`src/rtl/hazard_scheduler.sv`:
```
// -----------------------------------------------------------------------------
// hazard_scheduler
//
// Purpose:
//   Data- and control-hazard unit for a 5-stage in-order pipeline. It keeps a
//   shadow copy of the destination info for the instructions in EX, MEM and WB.
//   From that copy and the instruction in ID it produces operand-forwarding
//   selects, load-use stalls and redirect flushes. It also counts stall and
//   flush cycles in saturating counters.
//
// Ports:
//   cpu_clk      in   1   clock, all state updates on rising edge
//   cpu_rst      in   1   asynchronous active-high reset
//   id_valid     in   1   ID stage holds a real instruction
//   id_rs1/rs2   in   5   ID source register indices
//   id_rf_re     in   2   read enables (bit0 = rs1 used, bit1 = rs2 used)
//   id_rd        in   5   ID destination register
//   id_rf_we     in   1   ID writes the register file
//   id_wb_sel    in   2   ID writeback select (2'b01 = load from DRAM)
//   ex_redirect  in   1   taken branch/JAL/JALR resolved in EX
//   stall_pc     out  1   hold the PC
//   stall_if_id  out  1   hold the IF/ID register
//   flush_if_id  out  1   bubble into IF/ID
//   flush_id_ex  out  1   bubble into ID/EX
//   fwd_rs1_sel  out  2   00 regfile, 01 EX, 10 MEM, 11 WB
//   fwd_rs2_sel  out  2   same encoding for rs2
//   stall_cnt    out  16  saturating count of stall_pc cycles
//   flush_cnt    out  16  saturating count of ex_redirect cycles
// -----------------------------------------------------------------------------
module hazard_scheduler (
   input  logic        cpu_clk,
   input  logic        cpu_rst,
   input  logic        id_valid,
   input  logic [4:0]  id_rs1,
   input  logic [4:0]  id_rs2,
   input  logic [1:0]  id_rf_re,
   input  logic [4:0]  id_rd,
   input  logic        id_rf_we,
   input  logic [1:0]  id_wb_sel,
   input  logic        ex_redirect,
   output logic        stall_pc,
   output logic        stall_if_id,
   output logic        flush_if_id,
   output logic        flush_id_ex,
   output logic [1:0]  fwd_rs1_sel,
   output logic [1:0]  fwd_rs2_sel,
   output logic [15:0] stall_cnt,
   output logic [15:0] flush_cnt
);

   localparam logic [1:0] SEL_RF  = 2'b00;
   localparam logic [1:0] SEL_EX  = 2'b01;
   localparam logic [1:0] SEL_MEM = 2'b10;
   localparam logic [1:0] SEL_WB  = 2'b11;
   localparam logic [1:0] WB_DRAM = 2'b01;

   // Shadow stage records
   logic [4:0]  r_ex_rd;
   logic        r_ex_we;
   logic        r_ex_ld;
   logic [4:0]  r_mem_rd;
   logic        r_mem_we;
   logic        r_mem_ld;
   logic [4:0]  r_wb_rd;
   logic        r_wb_we;
   logic [15:0] r_stall_cnt;
   logic [15:0] r_flush_cnt;

   // A stage only counts as a hazard source when it really writes a non-x0 register.
   logic        w_ex_src;
   logic        w_mem_src;
   logic        w_wb_src;
   logic [4:0]  w_rs [2];
   logic [1:0]  w_sel [2];
   logic [1:0]  w_lu_hit;
   logic        w_load_use;
   logic        w_ex_bubble;

   assign w_ex_src  = r_ex_we  && (r_ex_rd  != 5'd0);
   assign w_mem_src = r_mem_we && (r_mem_rd != 5'd0);
   assign w_wb_src  = r_wb_we  && (r_wb_rd  != 5'd0);

   assign w_rs[0] = id_rs1;
   assign w_rs[1] = id_rs2;

   genvar gi;
   generate
      for (gi = 0; gi < 2; gi++) begin : g_operand
         logic w_hit_ex;
         logic w_hit_mem;
         logic w_hit_wb;

         assign w_hit_ex  = w_ex_src  && (r_ex_rd  == w_rs[gi]);
         assign w_hit_mem = w_mem_src && (r_mem_rd == w_rs[gi]);
         assign w_hit_wb  = w_wb_src  && (r_wb_rd  == w_rs[gi]);

         // A load in EX has no data yet, so it is skipped here; the load-use
         // bubble moves it into MEM, where the MEM select takes over.
         assign w_sel[gi] = !id_rf_re[gi]           ? SEL_RF  :
                            (w_hit_ex && !r_ex_ld)  ? SEL_EX  :
                            w_hit_mem               ? SEL_MEM :
                            w_hit_wb                ? SEL_WB  :
                                                      SEL_RF;

         assign w_lu_hit[gi] = id_rf_re[gi] && w_hit_ex && r_ex_ld;
      end
   endgenerate

   assign fwd_rs1_sel = w_sel[0];
   assign fwd_rs2_sel = w_sel[1];

   assign w_load_use = id_valid && (|w_lu_hit);

   // A redirect squashes both younger stages and overrides any load-use stall.
   always_comb begin
      stall_pc    = 1'b0;
      stall_if_id = 1'b0;
      flush_if_id = 1'b0;
      flush_id_ex = 1'b0;
      if (ex_redirect) begin
         flush_if_id = 1'b1;
         flush_id_ex = 1'b1;
      end else if (w_load_use) begin
         stall_pc    = 1'b1;
         stall_if_id = 1'b1;
         flush_id_ex = 1'b1;
      end
   end

   assign w_ex_bubble = flush_id_ex || !id_valid;

   always_ff @(posedge cpu_clk or posedge cpu_rst) begin
      if (cpu_rst) begin
         r_ex_rd  <= 5'd0;
         r_ex_we  <= 1'b0;
         r_ex_ld  <= 1'b0;
         r_mem_rd <= 5'd0;
         r_mem_we <= 1'b0;
         r_mem_ld <= 1'b0;
         r_wb_rd  <= 5'd0;
         r_wb_we  <= 1'b0;
      end else begin
         r_wb_rd  <= r_mem_rd;
         r_wb_we  <= r_mem_we;
         r_mem_rd <= r_ex_rd;
         r_mem_we <= r_ex_we;
         r_mem_ld <= r_ex_ld;
         if (w_ex_bubble) begin
            r_ex_rd <= 5'd0;
            r_ex_we <= 1'b0;
            r_ex_ld <= 1'b0;
         end else begin
            r_ex_rd <= id_rd;
            r_ex_we <= id_rf_we;
            r_ex_ld <= (id_wb_sel == WB_DRAM);
         end
      end
   end

   always_ff @(posedge cpu_clk or posedge cpu_rst) begin
      if (cpu_rst) begin
         r_stall_cnt <= 16'd0;
         r_flush_cnt <= 16'd0;
      end else begin
         if (stall_pc && (r_stall_cnt != 16'hFFFF)) begin
            r_stall_cnt <= r_stall_cnt + 16'd1;
         end
         if (ex_redirect && (r_flush_cnt != 16'hFFFF)) begin
            r_flush_cnt <= r_flush_cnt + 16'd1;
         end
      end
   end

   assign stall_cnt = r_stall_cnt;
   assign flush_cnt = r_flush_cnt;

   // MEM's load flag is carried for completeness of the record; nothing downstream needs it.
   logic w_unused;
   assign w_unused = r_mem_ld;

endmodule

```
`config.mk`:
```
export PLATFORM = sky130hd
export DESIGN_NAME = hazard_scheduler
export DESIGN_NICKNAME = d
export VERILOG_FILES = /design/src/rtl/hazard_scheduler.sv
export SDC_FILE = /design/constraint.sdc
export NUM_CORES = 1
export LEC_CHECK = 0
export CAP_MARGIN = 20
export CELL_PAD_IN_SITES_DETAIL_PLACEMENT = 0
export CELL_PAD_IN_SITES_GLOBAL_PLACEMENT = 1
export CORE_ASPECT_RATIO = 1.25
export CORE_UTILIZATION = 41
export CTS_BUF_LIST = sky130_fd_sc_hd__clkbuf_16
export DETAILED_ROUTE_END_ITERATION = 10
export PLACE_DENSITY_LB_ADDON = 0.1
export SETUP_SLACK_MARGIN = 0.3
export SYNTH_ARGS = -nofsm -noshare
export SYNTH_HDL_FRONTEND = slang
export SYNTH_SLANG_ARGS = --single-unit
```
`constraint.sdc`:
```
create_clock -name cpu_clk -period 6.9 [get_ports cpu_clk]
set_input_delay 2.07 -clock cpu_clk [delete_from_list [all_inputs] [get_ports cpu_clk]]
set_output_delay 2.07 -clock cpu_clk [all_outputs]
set_load 0.02 [all_outputs]
```
* Word-level counts from Yosys, hierarchy flattened *
Cells that the tools add are included.

word-level totals
  input bits = 24
  output and inout bits = 40
  memories = 0
  logic and storage cells = 60
  bits in registers = 51
  memory bits (read-only) = 0
  memory bits (writable) = 0
  latch bits = 0

operators by class
  reduce and logical (&&, ||, !) cells = 25
  divide/modulo/power cells = 0
  bitwise operators = 0
  $lt $le $gt $ge = 0
  shifts and indexed selects = 0
  equality and inequality tests = 9
  muxes and demuxes = 15
  multiply operators = 0
  add/sub/neg operators = 2

operator list
  operator                                             number
  adder 16 x 1 -> 16 bit, second input constant        2
  inequality test 16 bit, second input constant        2
  equality test 5 bit                                  6
  logical AND 1 bit                                    18
  two-way mux 2 bit                                    8
  nonzero test 5 bit                                   3
  two-way mux 1 bit                                    6
  two-way mux 5 bit                                    1
  equality test 2 x 1 -> 1 bit, second input constant  1
  logical NOT 1 bit                                    2
  OR reduction 2 bit                                   1
  logical OR 1 bit                                     1

* Longest topological paths before layout *
Gate-level depths: netlist (run 1).

  depth in word-level cells = 11
  mapped depth = 8
  mapped depth without buffers = 7

* Least setup slack after synthesis (run 1) *
No wires, ideal clock.

  kind = input port to output port
  start point = in id_rs1[0]
  end point = out stall_pc
  data required time = 4.830 ns
  data arrival time = 3.471 ns
  buffers on the path = 2
  cell stages on the path = 8
  setup slack = 1.359 ns
  cell sequence = xnor2_1 -> nand2_1 -> nor4_1 -> or2_1 -> buf_6 -> nand2_1 -> nor2_1 -> buf_4

between the ends
  cells in the longest elaborated chain, start to end = 8

RTL lines
  what                            RTL line  text
  start: declaration              34        input logic [4:0] id_rs1,
  equality test 5 bit             93        assign w_hit_ex = w_ex_src && (r_ex_rd == w_rs[gi]);
  logical AND 1 bit               93
  logical AND 1 bit (2 in a row)  105       assign w_lu_hit[gi] = id_rf_re[gi] && w_hit_ex && r_ex_ld;
  OR reduction 2 bit              112       assign w_load_use = id_valid && (|w_lu_hit);
  logical AND 1 bit               112
  two-way mux 1 bit (2 in a row)  n/a
  end: declaration                41        output logic stall_pc,

No other way between the ends.

* Worst setup path in the final report (run 1) *
  start point = in id_rs2[4]
  end point = out stall_if_id

between the ends
  cells in the longest elaborated chain, start to end = 8

RTL lines
  what                            RTL line  text
  start: declaration              35        input logic [4:0] id_rs2,
  equality test 5 bit             93
  logical AND 1 bit               93
  logical AND 1 bit (2 in a row)  105
  OR reduction 2 bit              112
  logical AND 1 bit               112
  two-way mux 1 bit               123       end else if (w_load_use) begin
  two-way mux 1 bit               120       if (ex_redirect) begin
  end: declaration                42        output logic stall_if_id,

No other way between the ends.

==> results.py, run 1 <==
metrics = {
    "global_routing": {
        "overflow": 0,
        "track_usage": 0.1837,
        "grt_pass1_vias": 1914,
        "use_met2": 0.2812,
        "grt_max_degree": 52,
        "busiest_layer": "met2",
        "grt_pass1_wl_mm": 9.232,
        "grt_util_met3": 0.04709,
        "antenna_found_initial": 0,
        "use_met1": 0.2469,
    },
    "setup_path": {
        "required_ns": 4.83,
        "cp_max_fo": 3,
        "critical_path_class": "primary input to output pin",
        "cp.arrival_ns": 4.30,
        "end_kind": "output pin",
        "start_kind": "primary input",
    },
    "final_layout": {
        "drive_gt1_frac": 0.07591,
        "final_area_mm2": 0.003456,
        "finalNonFillerCells": 385,
        "antenna_cells": 0,
        "seq_area_mm2": 0.001276,
        "fillers": 527,
        "syn_to_final_growth_pct": 35.33,
        "fin_nets": 328,
        "multiInputGateArea_mm2": 0.001220,
    },
    "pwr": {
        "power.density_mw_per_mm2": 234.5,
        "power_frac_clock": 0.384,
        "leakage_nw": 1.457,
        "combPwrFrac": 0.182,
        "swShare": 0.2524,
        "p_int_uw": 605.9,
        "p_seq_frac": 0.434,
        "power.net_switching_uw": 204.6,
        "peakVddDrop_uv": 176.9,
    },
    "synthesis": {
        "ys_seq_elements": 51,
        "syn_inst": 235,
        "syn_nets": 261,
        "yosys_warnings": 0,
        "syn_avg_cell_area_um2": 10.87,
        "netlist_area_mm2": 0.002554,
        "ys_types": 37,
        "synth-seq-area-share": 0.4998,
    },
    "routing": {
        "drt-initial-drc-count": 98,
        "via_per_inst": 5.013,
        "vias": 1930,
        "dr.pass1.iters": 4,
        "wirelength_mm": 5.469,
        "drc": 0,
        "wire_per_inst_um": 14.21,
        "final_antenna_net_count": 0,
    },
    "placement": {
        "gp_congestion": 0.8406,
        "dpl.hpwl_mm": 4.027,
        "placed_area_mm2": 0.003261,
        "placed_cells": 377,
        "portBuffers": 63,
    },
    "status": {
        "status": "finished clean",
    },
    "clock_tree": {
        "clock_sinks": 51,
        "clk_pin_slew_ns": 0.06,
        "clock_latency_ns": 0.29,
        "cts_setup_buffers": 0,
        "clock_path_buffers": 2,
        "numCtsBuffers": 5,
        "cts_tree": "built",
        "cts_root_buffer": "clkbuf_16",
        "htreeDepth": 2,
    },
    "job": {
        "drv_cap": 0,
    },
    "sta": {
        "post-route-min-period_ns": 6.375,
        "worst_slew_pin_slew_ns": 0.6432,
        "max_freq_mhz": 156.9,
        "slew_headroom": 0.5652,
        "setup_tns_ns": 0,
        "post-route-period-util": 0.9239,
        "hold_violations": 0,
        "clock_skew_ns": 0.007803,
        "setup_violations": 0,
        "hold_ws_ns": 0.3957,
        "rsz0062_at_grt": "false",
        "slew_violations": 0,
    },
    "floorplanning": {
        "start_util": 0.4331,
        "die_width_um": 72.59,
        "ios": 64,
        "die-area_mm2": 0.006550,
        "core.rowCount": 31,
        "die_height_um": 90.24,
        "core-area_mm2": 0.005896,
    },
    "min_path": {
        "hold_class": "register to register",
    },
}
metrics by stage:
step	total power, mW	utilization	setup WS [ns]
CTS	0.8208	0.5851	0.4482
finish	0.8105	0.5862	0.5253
global placement	0.5052	0.5531	0.4720
detailed placement	0.5049	0.5531	0.4656
global route	0.8520	0.5862	0.3175
floorplan	0.4328	-	1.359
synthesized netlist by cell type:
cell type / count / area [um2]
o211a_1: 2 / 20.02
nor4_1: 8 / 50.05
nand2b_1: 3 / 18.77
and4_1: 1 / 8.760
and2_1: 2 / 12.51
mux2_2: 2 / 22.52
a31o_2: 1 / 8.760
or4_1: 3 / 22.52
or2_1: 1 / 6.260
xor2_1: 18 / 157.7
o211ai_2: 1 / 12.51
nor2_4: 1 / 11.26
nand4_1: 9 / 56.30
a21oi_1: 2 / 10.01
a21boi_0: 2 / 15.01
a21oi_4: 1 / 16.27
o21ai_0: 2 / 10.01
nor4b_1: 1 / 8.760
and3b_1: 1 / 8.760
buf_4: 4 / 30.03
nor2_1: 11 / 41.29
nor3b_1: 2 / 15.01
or4_4: 1 / 11.26
nor2b_1: 1 / 6.260
ha_1: 2 / 25.02
xnor2_1: 41 / 359.1
a31oi_1: 1 / 6.260
dfrtp_1: 51 / 1276
nor4_2: 1 / 12.51
nand3_1: 23 / 115.1
buf_6: 1 / 11.26
and3_1: 2 / 12.51
nand2_1: 12 / 45.04
and2_2: 4 / 30.03
inv_1: 6 / 22.52
or2b_1: 1 / 7.510
nor3_1: 10 / 50.05
power groups by stage:
| stage | sequential (mW) | clock, mW | combinational [mW] |
|---|---|---|---|
| 2_1_floorplan | 0.375 | 0 | 0.0581 |
| 6_report | 0.352 | 0.311 | 0.147 |
| 4_1_cts | 0.352 | 0.320 | 0.149 |
| 5_1_grt | 0.357 | 0.334 | 0.161 |
| 3_3_place_gp | 0.357 | 0 | 0.148 |
| 3_5_place_dp | 0.356 | 0 | 0.149 |
kinds of logic (layout without fill, tap and decap cells):
| kind of cell | count (synthesis) | after routing | share of synthesized area |
|---|---|---|---|
| AO/OA/AOI/OAI | 12 | 12 | 0.03871 |
| XOR/XNOR | 59 | 59 | 0.2023 |
| adder cells (fa/ha/maj) | 2 | 2 | 0.009798 |
| buffers and inverters | 11 | 79 | 0.02499 |
| flip-flops | 51 | 51 | 0.4998 |
| multiplexers | 2 | 2 | 0.008819 |
| AND/OR/NAND/NOR | 98 | 98 | 0.2156 |
state kept, by name (all words and copies together), names as in the netlist:
name	flops
r_mem_we	1
r_wb_rd	5
r_ex_we	1
flush_cnt	16
r_ex_rd	5
stall_cnt	16
r_wb_we	1
r_ex_ld	1
r_mem_rd	5
routing by layer:
layer  routed length [um]  up-vias  share of wire
met3                  269        7          0.049
met5                    0        -              0
met4                  100        0          0.018
li1                     -      945              -
met2                 2601       47           0.48
met1                 2497      931           0.46
final cells by class:
| type | instances | share of cell area |
|---|---|---|
| multi-input cells | 173 | 0.3530 |
| well taps | 82 | 0.02969 |
| repair buffers | 65 | 0.1868 |
| clock inverters | 3 | 0.01846 |
| clock buffers | 5 | 0.03621 |
| flip-flops and latches | 51 | 0.3693 |
| inverters | 6 | 0.006517 |
worst max-delay path, cell delays in order:
cell and delay, ns:
clkdlybuf4s50_1 0.56, xnor2_1 0.17, nand2_1 0.12, nor4_2 0.35, or2_1 0.22, nand2_1 0.07, nor2_1 0.13, clkdlybuf4s50_1 0.62
placed cells by master, fill, tap and decap left out, types with 2 or more instances in the layout:
cell and n:
nand2_1 12, mux2_2 2, o21ai_0 2, a21boi_0 2
a21oi_1 2, and2_1 2, nand3_1 23, xor2_1 18
nor3b_1 2, nor4_2 2, bufinv_16 2, inv_1 6
nand2b_1 3, and2_2 4, nor3_1 10, ha_1 2
xnor2_1 41, nor4_1 7, clkdlybuf4s50_1 63, o211a_1 2
nand4_1 9, nor2_1 11, or4_1 3, and3_1 2
buf_4 2, dfrtp_1 51, clkbuf_16 5
path summary, 6_finish.rpt:
path,start,endpoint,slack [ns],depth (start not counted)
worst max-delay path,id_rs2[4],stall_if_id,0.53,8
worst min-delay path,r_mem_we,r_wb_we,0.40,0
worst max register to register,r_ex_rd[1],stall_cnt[1],4.64,5
worst min register to register,r_mem_we,r_wb_we,0.40,0
max in group asynchronous,cpu_rst,stall_cnt[11],4.21,3
min in group asynchronous,cpu_rst,r_ex_rd[4],2.27,3
repair_timing:
item | in CTS | in global routing
resized for setup | 0 | 1
endpoints found under the setup margin | 0 | 2
hold buffers | 0 | 0
No activity file was read; power rests on OpenSTA's default activity.
==> run 2, diff against run 1 <==
==> constraint.sdc (replaced) <==
create_clock -name cpu_clk -period 8 [get_ports cpu_clk]
set_input_delay 2.4 -clock cpu_clk [delete_from_list [all_inputs] [get_ports cpu_clk]]
set_output_delay 2.4 -clock cpu_clk [all_outputs]
set_load 0.02 [all_outputs]
==> run 2 against run 1 <==
Against the previous run: routed wire length down 0.37%; final cell count decreased by 0.26%; first-iteration DRC count fell by 23%; clock power decreased by 14%; worst setup slack improved by 0.19 ns; clock-buffer cell count stayed put; non-clock buffer count shrank 1; design area rose by 0.18%; highest routed layer unchanged.
==> results.py, run 2 (same netlist as run 1, synthesis figures left out) <==
metrics = {
    "status": {
        "status": "finished clean",
    },
    "final_layout": {
        "final_cell_mix": "clkdlybuf4s50_1, dfrtp_1, xnor2_1",
        "mostFrequentLayoutCell": "clkdlybuf4s50_1",
        "fin_nets": 327,
        "final_area_mm2": 0.003462,
        "antenna_cells": 0,
        "final_util": 0.5872,
        "multiInputGateArea_mm2": 0.001214,
        "syn_to_final_growth_pct": 35.57,
        "drive_gt1_frac": 0.06954,
        "fillers": 548,
        "finalNonFillerCells": 384,
        "seq_area_mm2": 0.001276,
    },
    "routing": {
        "drt-initial-drc-count": 75,
        "vias": 1911,
        "dr.pass1.iters": 4,
        "wirelength_mm": 5.449,
        "wire_per_inst_um": 14.19,
        "final_antenna_net_count": 0,
        "via_per_inst": 4.977,
        "drc": 0,
    },
    "global_routing": {
        "grt_pass1_vias": 1938,
        "antenna_found_initial": 0,
        "track_usage": 0.1812,
        "overflow": 0,
        "grt_pass1_wl_mm": 9.183,
        "grt_max_degree": 52,
    },
    "placement": {
        "placed_area_mm2": 0.003246,
        "gp_congestion": 0.8121,
        "portBuffers": 63,
        "place_ws_ns": 0.7431,
        "dpl.hpwl_mm": 4.108,
        "placed_cells": 375,
    },
    "clock_tree": {
        "htreeDepth": 2,
        "clock_sinks": 51,
        "cts_root_buffer": "clkbuf_16",
        "clock_path_buffers": 2,
        "clk_pin_slew_ns": 0.06,
        "hold_buffers": 0,
        "ctsResizeCount": 0,
        "cts_tree": "built",
        "clock_latency_ns": 0.28,
        "cts_setup_buffers": 0,
        "numCtsBuffers": 5,
    },
    "setup_path": {
        "start_kind": "primary input",
        "r2r_slack_ns": 5.73,
        "cp_max_fo": 7,
        "end_kind": "output pin",
        "required_ns": 5.60,
        "rr_startpoint": "r_ex_rd[1]",
        "rr_worst_depth": 5,
        "rr_endpoint": "stall_cnt[1]",
        "cp.arrival_ns": 4.88,
        "critical_path_class": "primary input to output pin",
    },
    "sta": {
        "max_freq_mhz": 137.3,
        "clock_skew_ns": 0.005050,
        "slew_headroom": 0.5230,
        "setup_violations": 0,
        "hold_violations": 0,
        "post-route-period-util": 0.9103,
        "worst_slack_ns": 0.7175,
        "post-route-min-period_ns": 7.282,
        "worst_slew_pin_slew_ns": 0.7055,
        "hold_ws_ns": 0.3819,
        "setup_tns_ns": 0,
        "rsz0062_at_grt": "false",
        "slew_violations": 0,
    },
    "pwr": {
        "power.density_mw_per_mm2": 202.3,
        "peakVddDrop_uv": 200.2,
        "power_uw": 700.5,
        "leakage_nw": 1.459,
    },
    "floorplanning": {
        "core-area_mm2": 0.005896,
        "die-area_mm2": 0.006550,
        "die_height_um": 90.24,
        "core.rowCount": 31,
        "ios": 64,
        "start_util": 0.4331,
        "die_width_um": 72.59,
    },
    "min_path": {
        "hold_class": "register to register",
        "min_to": "r_wb_we",
        "min_from": "r_mem_we",
        "hold_depth": 0,
    },
    "job": {
        "drv_cap": 0,
    },
}
==> run 2: cell count changes in the layout (fill, tap and decap cells not counted), sizes merged <==
cell  delta
buf      -1
==> run 2: power breakdown <==
group	internal, mW	total [mW]	switching (mW)
registers	0.278	0.304	0.0256
logic	0.0677	0.128	0.0608
clock network	0.178	0.268	0.0903
total	0.524	0.700	0.177
==> run 2: per-layer routing <==
metal / track usage / part of all wire
met1: 0.2382 / 0.46
met2: 0.2905 / 0.48
met3: 0.04709 / 0.045
met4: 0.05392 / 0.0066
met5: 0 / 0
==> run 2: final cells by class <==
| type | instances | area share |
|---|---|---|
| Inverter | 6 | 0.006505 |
| Timing Repair Buffer | 64 | 0.1901 |
| Multi-Input combinational cell | 173 | 0.3506 |
| Clock inverter | 3 | 0.01843 |
| Clock buffer | 5 | 0.03614 |
| Sequential cell | 51 | 0.3686 |
| Tap cell | 82 | 0.02963 |
==> run 2: how the worst max path moves through the flow <==
stage / start / end / slack [ns] / cells after the start
after floorplan: id_rs1[0] / stall_pc / 1.80 / 8
after global routing: id_rs1[1] / stall_if_id / 0.49 / 8
after global placement: id_rs1[1] / stall_pc / 0.77 / 8
after detailed placement: id_rs1[2] / stall_if_id / 0.74 / 8
final: id_rs1[1] / stall_if_id / 0.72 / 8
after CTS: id_rs1[2] / stall_if_id / 0.73 / 8
==> run 2: worst max-delay path, cell delays in order <==
cell	delay [ns]
clkdlybuf4s50_1	0.54
xnor2_1	0.15
nand2_1	0.09
nor4_1	0.50
or2_1	0.36
nand2_1	0.09
nor2_1	0.13
clkdlybuf4s50_1	0.62
==> run 3, diff against run 2 <==
--- a/config.mk
+++ b/config.mk
@@ -14,6 +14,7 @@
 export DETAILED_ROUTE_END_ITERATION = 10
 export PLACE_DENSITY_LB_ADDON = 0.1
 export SETUP_SLACK_MARGIN = 0.3
+export SKIP_CTS_REPAIR_TIMING = 1
 export SYNTH_ARGS = -nofsm -noshare
 export SYNTH_HDL_FRONTEND = slang
 export SYNTH_SLANG_ARGS = --single-unit
==> constraint.sdc (replaced) <==
create_clock -name cpu_clk -period 8.9 [get_ports cpu_clk]
set_input_delay 2.67 -clock cpu_clk [delete_from_list [all_inputs] [get_ports cpu_clk]]
set_output_delay 2.67 -clock cpu_clk [all_outputs]
set_load 0.02 [all_outputs]
==> results of run 3 <==
Same layout as run 2 (identical final DEF). Status: finished clean.
Among the figures that moved: setup slack after placement 0.7431 ns -> 1.103 ns; setup slack after layout 0.7175 ns -> 1.078 ns; register-to-register setup slack 5.73 ns -> 6.63 ns; total power 0.7005 mW -> 0.6296 mW; worst IR drop on VDD 200.2 uV -> 180.0 uV
